**src/rtl/shift_arbiter.sv**
```systemverilog
// Two-requester round-robin front end for a shared 32-bit sll/srl/sra datapath.
// One operation in flight; the result is held on the granted requester's channel until accepted.
module shift_arbiter #(
    parameter int WIDTH = 32
) (
    input  logic             clk,
    input  logic             rst_n,
    input  logic [1:0]       req_valid,
    output logic [1:0]       req_ready,
    input  logic [WIDTH-1:0] req_a0,
    input  logic [WIDTH-1:0] req_a1,
    input  logic [4:0]       req_b0,
    input  logic [4:0]       req_b1,
    input  logic [1:0]       req_op0,
    input  logic [1:0]       req_op1,
    output logic [1:0]       rsp_valid,
    input  logic [1:0]       rsp_ready,
    output logic [WIDTH-1:0] rsp_result,
    output logic             busy
);

    typedef enum logic [1:0] {
        IDLE = 2'b00,
        EXEC = 2'b01,
        RESP = 2'b10
    } state_t;

    localparam logic [1:0] OP_SLL  = 2'b00;
    localparam logic [1:0] OP_SRL  = 2'b01;
    localparam logic [1:0] OP_SRA  = 2'b10;

    state_t           r_state;
    logic             r_prio;
    logic             r_gnt;
    logic [WIDTH-1:0] r_a;
    logic [4:0]       r_b;
    logic [1:0]       r_op;
    logic [WIDTH-1:0] r_res;
    logic [1:0]       r_rsp_valid;
    logic             r_busy;

    logic             w_grant;
    logic [1:0]       w_req_ready;
    logic [WIDTH-1:0] w_sll;
    logic [WIDTH-1:0] w_srl;
    logic [WIDTH-1:0] w_sra;
    logic [WIDTH-1:0] w_result;

    // Result select; op 11 passes the operand through untouched.
    function automatic logic [WIDTH-1:0] select_result(
        input logic [1:0]       op,
        input logic [WIDTH-1:0] a,
        input logic [WIDTH-1:0] sll_v,
        input logic [WIDTH-1:0] srl_v,
        input logic [WIDTH-1:0] sra_v
    );
        logic [WIDTH-1:0] res;
        case (op)
            OP_SLL:  res = sll_v;
            OP_SRL:  res = srl_v;
            OP_SRA:  res = sra_v;
            default: res = a;
        endcase
        return res;
    endfunction

    // Shared shift units, fed only from the latched operands.
    always_comb begin
        w_sll    = r_a << r_b;
        w_srl    = r_a >> r_b;
        w_sra    = WIDTH'($signed(r_a) >>> r_b);
        w_result = select_result(r_op, r_a, w_sll, w_srl, w_sra);
    end

    // Grant selection: a lone requester wins, a tie goes to r_prio.
    always_comb begin
        w_grant = 1'b0;
        if (req_valid == 2'b10) begin
            w_grant = 1'b1;
        end else if (req_valid == 2'b11) begin
            w_grant = r_prio;
        end else begin
            w_grant = 1'b0;
        end
    end

    // Ready is offered only in IDLE and only to the granted requester; forced low under reset.
    always_comb begin
        w_req_ready = 2'b00;
        if (rst_n && (r_state == IDLE) && (|req_valid)) begin
            w_req_ready = w_grant ? 2'b10 : 2'b01;
        end else begin
            w_req_ready = 2'b00;
        end
    end

    // Control FSM with registered response/busy outputs.
    always_ff @(posedge clk or negedge rst_n) begin
        if (!rst_n) begin
            r_state     <= IDLE;
            r_prio      <= 1'b0;
            r_gnt       <= 1'b0;
            r_a         <= {WIDTH{1'b0}};
            r_b         <= 5'd0;
            r_op        <= 2'b00;
            r_res       <= {WIDTH{1'b0}};
            r_rsp_valid <= 2'b00;
            r_busy      <= 1'b0;
        end else begin
            case (r_state)
                IDLE: begin
                    if (|req_valid) begin
                        r_gnt   <= w_grant;
                        r_prio  <= ~w_grant;
                        r_a     <= w_grant ? req_a1  : req_a0;
                        r_b     <= w_grant ? req_b1  : req_b0;
                        r_op    <= w_grant ? req_op1 : req_op0;
                        r_busy  <= 1'b1;
                        r_state <= EXEC;
                    end
                end
                EXEC: begin
                    r_res       <= w_result;
                    r_rsp_valid <= r_gnt ? 2'b10 : 2'b01;
                    r_state     <= RESP;
                end
                RESP: begin
                    // Only the granted requester's ready can retire the response.
                    if (rsp_ready[r_gnt]) begin
                        r_rsp_valid <= 2'b00;
                        r_busy      <= 1'b0;
                        r_state     <= IDLE;
                    end
                end
                default: begin
                    r_rsp_valid <= 2'b00;
                    r_busy      <= 1'b0;
                    r_state     <= IDLE;
                end
            endcase
        end
    end

    assign req_ready  = w_req_ready;
    assign rsp_valid  = r_rsp_valid;
    assign rsp_result = r_res;
    assign busy       = r_busy;

endmodule

```
**config.mk**
```make
export PLATFORM = sky130hd
export DESIGN_NAME = shift_arbiter
export DESIGN_NICKNAME = d
export VERILOG_FILES = /design/src/rtl/shift_arbiter.sv
export SDC_FILE = /design/constraint.sdc
export NUM_CORES = 1
export LEC_CHECK = 0
export ABC_AREA = 1
export CAP_MARGIN = 15
export CORE_ASPECT_RATIO = 0.75
export CORE_UTILIZATION = 55
export CTS_BUF_LIST = sky130_fd_sc_hd__clkbuf_16
export CTS_CLUSTER_DIAMETER = 200
export DETAILED_ROUTE_END_ITERATION = 6
export PLACE_DENSITY_LB_ADDON = 0.2
export SLEW_MARGIN = 5
export SYNTH_ARGS = -nofsm -noshare
export SYNTH_HDL_FRONTEND = slang
export SYNTH_SLANG_ARGS = --single-unit
```
**constraint.sdc**
```tcl
create_clock -name clk -period 3.25 [get_ports clk]
set_input_delay 0.4875 -clock clk [delete_from_list [all_inputs] [get_ports clk]]
set_output_delay 0.4875 -clock clk [all_outputs]
set_load 0.005 [all_outputs]
```
==> reports/qor_table.md <==
| Stage | Quantity | Value |
| --- | --- | --- |
| clocking | TritonCTS clock tree | done |
| route | Number of vias after detailed routing | 9260 |
| die | Area inside the core boundary | 0.0125 mm2 |
| placement | Weighted congestion reported at the end of routability-driven placement | 1.05 |
| timing | Worst clock skew | 0.0115 ns |
| route | Ratio of routed vias to standard cells | 6.32 |
| die | Initial Util | 57.5% |
| power | Power Total | 11.3 mW |
| die | Boundary pin count | 121 |
| yosys | Largest family of logic cells by synthesized area | simple AND/OR/NAND/NOR gates |
| critical path | Category of cells accounting for the largest share of critical-path delay | buffers and inverters |
| clocking | Hold buffer count at CTS | 0 |
| timing | Final setup TNS | 0 ns |
| clocking | # H-tree levels | 3 |
| timing | Number of max-slew violations in the final report | 0 |
| yosys | Area share of the largest cell type after synthesis | 27.1% |
| global route | Via count of the first global-routing pass | 8490 |
| die | Die outline width | 134 um |
| yosys | Basic-gate share of the synthesized area counting and, or, nand and nor cells | 52.5% |
| yosys | Xor-xnor portion of the synthesized cell area | 0% |
| timing | Post-layout minimum cycle time | 2.67 ns |
| finish | Fraction of layout cells with a size suffix above 1 | 5.39% |
| status | Run status | finished clean |
| die | Die outline height | 101 um |
| clocking | Clock transition at the registers of the reported paths | 0.07 ns |
| critical path | Category of the critical setup timing path | input port to primary output |
| yosys | Post-synthesis mux area share | 0% |
| global route | GRT Util Overall | 45.1% |
| timing | Endpoints failing setup | 0 |
| global route | Global routing met3 resource utilization | 12.0% |
| critical path | Largest stage delay on the critical path | 0.52 ns |
| yosys | Complex-gate fraction of the synthesized area | 10.3% |
| yosys | Area contributors post-synth | sky130_fd_sc_hd__dfrtp_1, sky130_fd_sc_hd__nand3_1, sky130_fd_sc_hd__nand2_1, sky130_fd_sc_hd__o211ai_1, sky130_fd_sc_hd__nor2_1 |
| finish | Nets@finish | 1377 |
| clocking | Number of sinks handled by clock tree synthesis | 78 |
| yosys | Cell area after technology mapping | 0.00720 mm2 |
| die | Floorplan die area | 0.0136 mm2 |
| clocking | Buffer type at the clock tree root | sky130_fd_sc_hd__clkbuf_16 |
| critical path | Worst EP arrival | 2.18 ns |
| timing | Post-route worst setup slack | 0.583 ns |
| critical path | Endpoint required time on the critical path | 2.76 ns |
| placement | Half-perimeter wire length after detailed placement | 21700 um |
| clocking | Buffer count from post-CTS setup fixing | 0 |
| yosys | Average cell area after synthesis | 5.90 um2 |
| timing | Period utilisation layout | 82.1% |
| critical path | Worst-path cell chain | clkdlybuf4s50_1 -> nor2_1 -> nor3_2 -> inv_1 -> or2_1 -> nor2_1 -> clkdlybuf4s50_1 |
| route | Final antenna-violating net count | 0 |
| finish | Summed area of non-filler cells in the final layout | 0.00868 mm2 |
| yosys | Net count of the mapped netlist | 1304 |
| route | Wire per inst | 20.1 um |
| yosys | Mapped Cells | 1220 |
| global route | Layer with the highest usage after global routing | met2 |
| critical path | Largest driver fanout on the critical path | 2 |
| clocking | CTS Buffer Depth | 2 |
| timing | RSZ-0062 raised after global routing | no |
| yosys | Main synth FF type | sky130_fd_sc_hd__dfrtp_1 |
| power | Worst ir drop on vdd | 0.867 mV |
| power | Power per cell area | 1300 mW/mm2 |
| global route | First-pass GRT wire length | 46300 um |
| yosys | Count of synthesis-stage warnings from yosys | 0 |
| finish | Area added between synthesis and finish | 20.5% |
| job | Count of maximum capacitance violations | 0 |
| route | Number of DRC markers after the initial detailed-route iteration | 1586 |
| global route | Antenna violations before repair | 0 |
| clocking | Number of instances resized during post-cts repair | 0 |
| yosys | Async set-or-reset flop fraction in the synthesized netlist | 100% |
| placement | Area after DPL | 0.00838 mm2 |
| clocking | TritonCTS Buffers | 9 |
| yosys | Number of unique standard cell types used by synthesis | 38 |
| worst hold path | HP Class | input port to async pin |
| global route | Met2 demand-to-capacity share in global routing | 66.6% |
| yosys | Post-synthesis adder-cell area fraction | 0% |
| finish | Number of standard cells in the layout, taps in and fillers out | 1465 |
| yosys | Post-synthesis register bit count | 78 |
| placement | Minimum setup slack after placement | 0.604 ns |
| placement | Cell count after placement | 1448 |
| timing | Worst relative slew slack | 33.7% |
| route | Aggregate routed wire length | 29400 um |
| critical path | Worst Setup End Kind | primary output |
| yosys | Number of flops mapped to enable cells by yosys | 0 |
| timing | Actual slew at the worst max-slew pin | 0.995 ns |
| power | Leakage component of the power | 4.34 nW |
| critical path | Slowest CP cell | sky130_fd_sc_hd__clkdlybuf4s50_1 |
| yosys | Cell taking the most area after synthesis | sky130_fd_sc_hd__dfrtp_1 |
| route | Post-route DRC violation count | 0 |
| yosys | Sequential element share of the synthesized area | 27.1% |
| critical path | Critical path buffer and inverter count | 3 |
| clocking | Clock latency of the later-clocked register in the worst-skew pair | 0.36 ns |
| global route | Grt total ovfl | 0 |
| timing | Number of failing hold endpoints at the final stage | 0 |
| route | First-pass DRT Iterations | 7 |
| global route | Maximum number of pins on one net before global-route repair | 79 |
| timing | Highest clock rate | 0.375 GHz |
| critical path | Startpoint types | input port |
| placement | Count of input and output buffers | 120 |
| die | Cell Rows | 35 |
| global route | GRT met1 Usage | 60.3% |
-- per-layer routing --
metal / up-vias / part of all wire [%]
met5: - / 0
met4: 0 / 6.1
met3: 150 / 13
met2: 743 / 40
met1: 4151 / 41
li1: 4216 / -
-- state kept, by name (all words and copies together), names as in the netlist, 2 cells and up --
| register | flops |
|---|---|
| r_a | 32 |
| r_op | 2 |
| rsp_valid | 2 |
| rsp_result | 32 |
| r_state | 2 |
| r_b | 5 |
-- cells by family after synthesis --
| kind of cell | Yosys count |
|---|---|
| buffers and inverters | 160 |
| AND/OR/NAND/NOR | 868 |
| flip-flops | 78 |
| AO/OA/AOI/OAI | 114 |
-- path summary, 6_finish.rpt --
kind | from | endpoint | slack [ns] | cells after the start
max in group asynchronous | rst_n | r_b[2]$_DFFE_PN0P_ | 2.18 | 2
hold reg to reg | rsp_result[14]$_DFFE_PN0P_ | rsp_result[14]$_DFFE_PN0P_ | 0.48 | 2
setup / recovery | req_valid[0] | req_ready[0] | 0.58 | 7
setup reg to reg | r_b[0]$_DFFE_PN0P_ | rsp_result[19]$_DFFE_PN0P_ | 0.85 | 9
min in group clk | rsp_result[14]$_DFFE_PN0P_ | rsp_result[14]$_DFFE_PN0P_ | 0.48 | 2
hold / removal | rst_n | r_a[22]$_DFFE_PN0P_ | 0.38 | 2
-- layout by cell type, fill, tap and decap left out, types with 2 or more instances in the layout --
master                            count
sky130_fd_sc_hd__nand4_1              5
sky130_fd_sc_hd__a21oi_1              9
sky130_fd_sc_hd__clkbuf_16            9
sky130_fd_sc_hd__o221ai_1             8
sky130_fd_sc_hd__nor3_1               2
sky130_fd_sc_hd__o2111ai_1            2
sky130_fd_sc_hd__inv_6                2
sky130_fd_sc_hd__o211ai_1            48
sky130_fd_sc_hd__nand2_2              4
sky130_fd_sc_hd__inv_2                9
sky130_fd_sc_hd__clkdlybuf4s50_1    119
sky130_fd_sc_hd__nor2_2               5
sky130_fd_sc_hd__inv_1               66
sky130_fd_sc_hd__nor2_4               3
sky130_fd_sc_hd__clkinvlp_4           3
sky130_fd_sc_hd__dfrtp_2              2
sky130_fd_sc_hd__and2_1               6
sky130_fd_sc_hd__nor2_1              78
sky130_fd_sc_hd__buf_4               27
sky130_fd_sc_hd__nand2_1            431
sky130_fd_sc_hd__dfrtp_1             76
sky130_fd_sc_hd__nand3_1            327
sky130_fd_sc_hd__o21ai_1              9
sky130_fd_sc_hd__o22ai_1              2
sky130_fd_sc_hd__o21ai_0             31
-- worst register-to-register path, delay by kind of cell (launching register included) --
kind | cells | cell delay (ns)
flops | 1 | 0.70
simple gates | 5 | 0.68
compound gates | 3 | 0.57
buf+inv | 1 | 0.38
-- cell type report --
type	count	area (um2)
Antenna cell	1	2.50
Fill cell	1117	3850
Inverter	76	290
Clock inverter	7	73.8
Tap cell	166	208
Timing Repair Buffer	146	1390
Multi-Input combinational cell	982	4530
Sequential cell	78	1950
Clock buffer	9	225
-- Yosys cell counts, types with 2 or more instances --
cell type                   count
sky130_fd_sc_hd__nor3_1         2
sky130_fd_sc_hd__buf_2         30
sky130_fd_sc_hd__nand2_1      431
sky130_fd_sc_hd__and2_1         6
sky130_fd_sc_hd__nand4_1        5
sky130_fd_sc_hd__o21ai_1        9
sky130_fd_sc_hd__nor2_4         3
sky130_fd_sc_hd__a21oi_1        9
sky130_fd_sc_hd__buf_6          6
sky130_fd_sc_hd__nand2_2        4
sky130_fd_sc_hd__o221ai_1       8
sky130_fd_sc_hd__o22ai_1        2
sky130_fd_sc_hd__nor2_2         4
sky130_fd_sc_hd__clkbuf_1      34
sky130_fd_sc_hd__buf_4          9
sky130_fd_sc_hd__inv_1         66
sky130_fd_sc_hd__nand3_1      327
sky130_fd_sc_hd__buf_1          4
sky130_fd_sc_hd__dfrtp_1       78
sky130_fd_sc_hd__o2111ai_1      2
sky130_fd_sc_hd__nor2_1        79
sky130_fd_sc_hd__o211ai_1      48
sky130_fd_sc_hd__o21ai_0       31
sky130_fd_sc_hd__inv_2          9
-- metrics by stage --
stage	utilization [%]	hold slack [ns]
floorplan	-	0.192
global placement	66.9	0.463
detailed placement	66.9	0.464
CTS	69.3	0.433
global route	69.3	0.494
finish	69.3	0.375
-- power by group --
part / switching [mW] / total [mW] / internal, mW
combinational: 5.57 / 8.14 / 2.57
sequential: 0.627 / 2.05 / 1.43
clock: 0.476 / 1.07 / 0.598
Note: power is estimated with default switching activity, not from simulation.
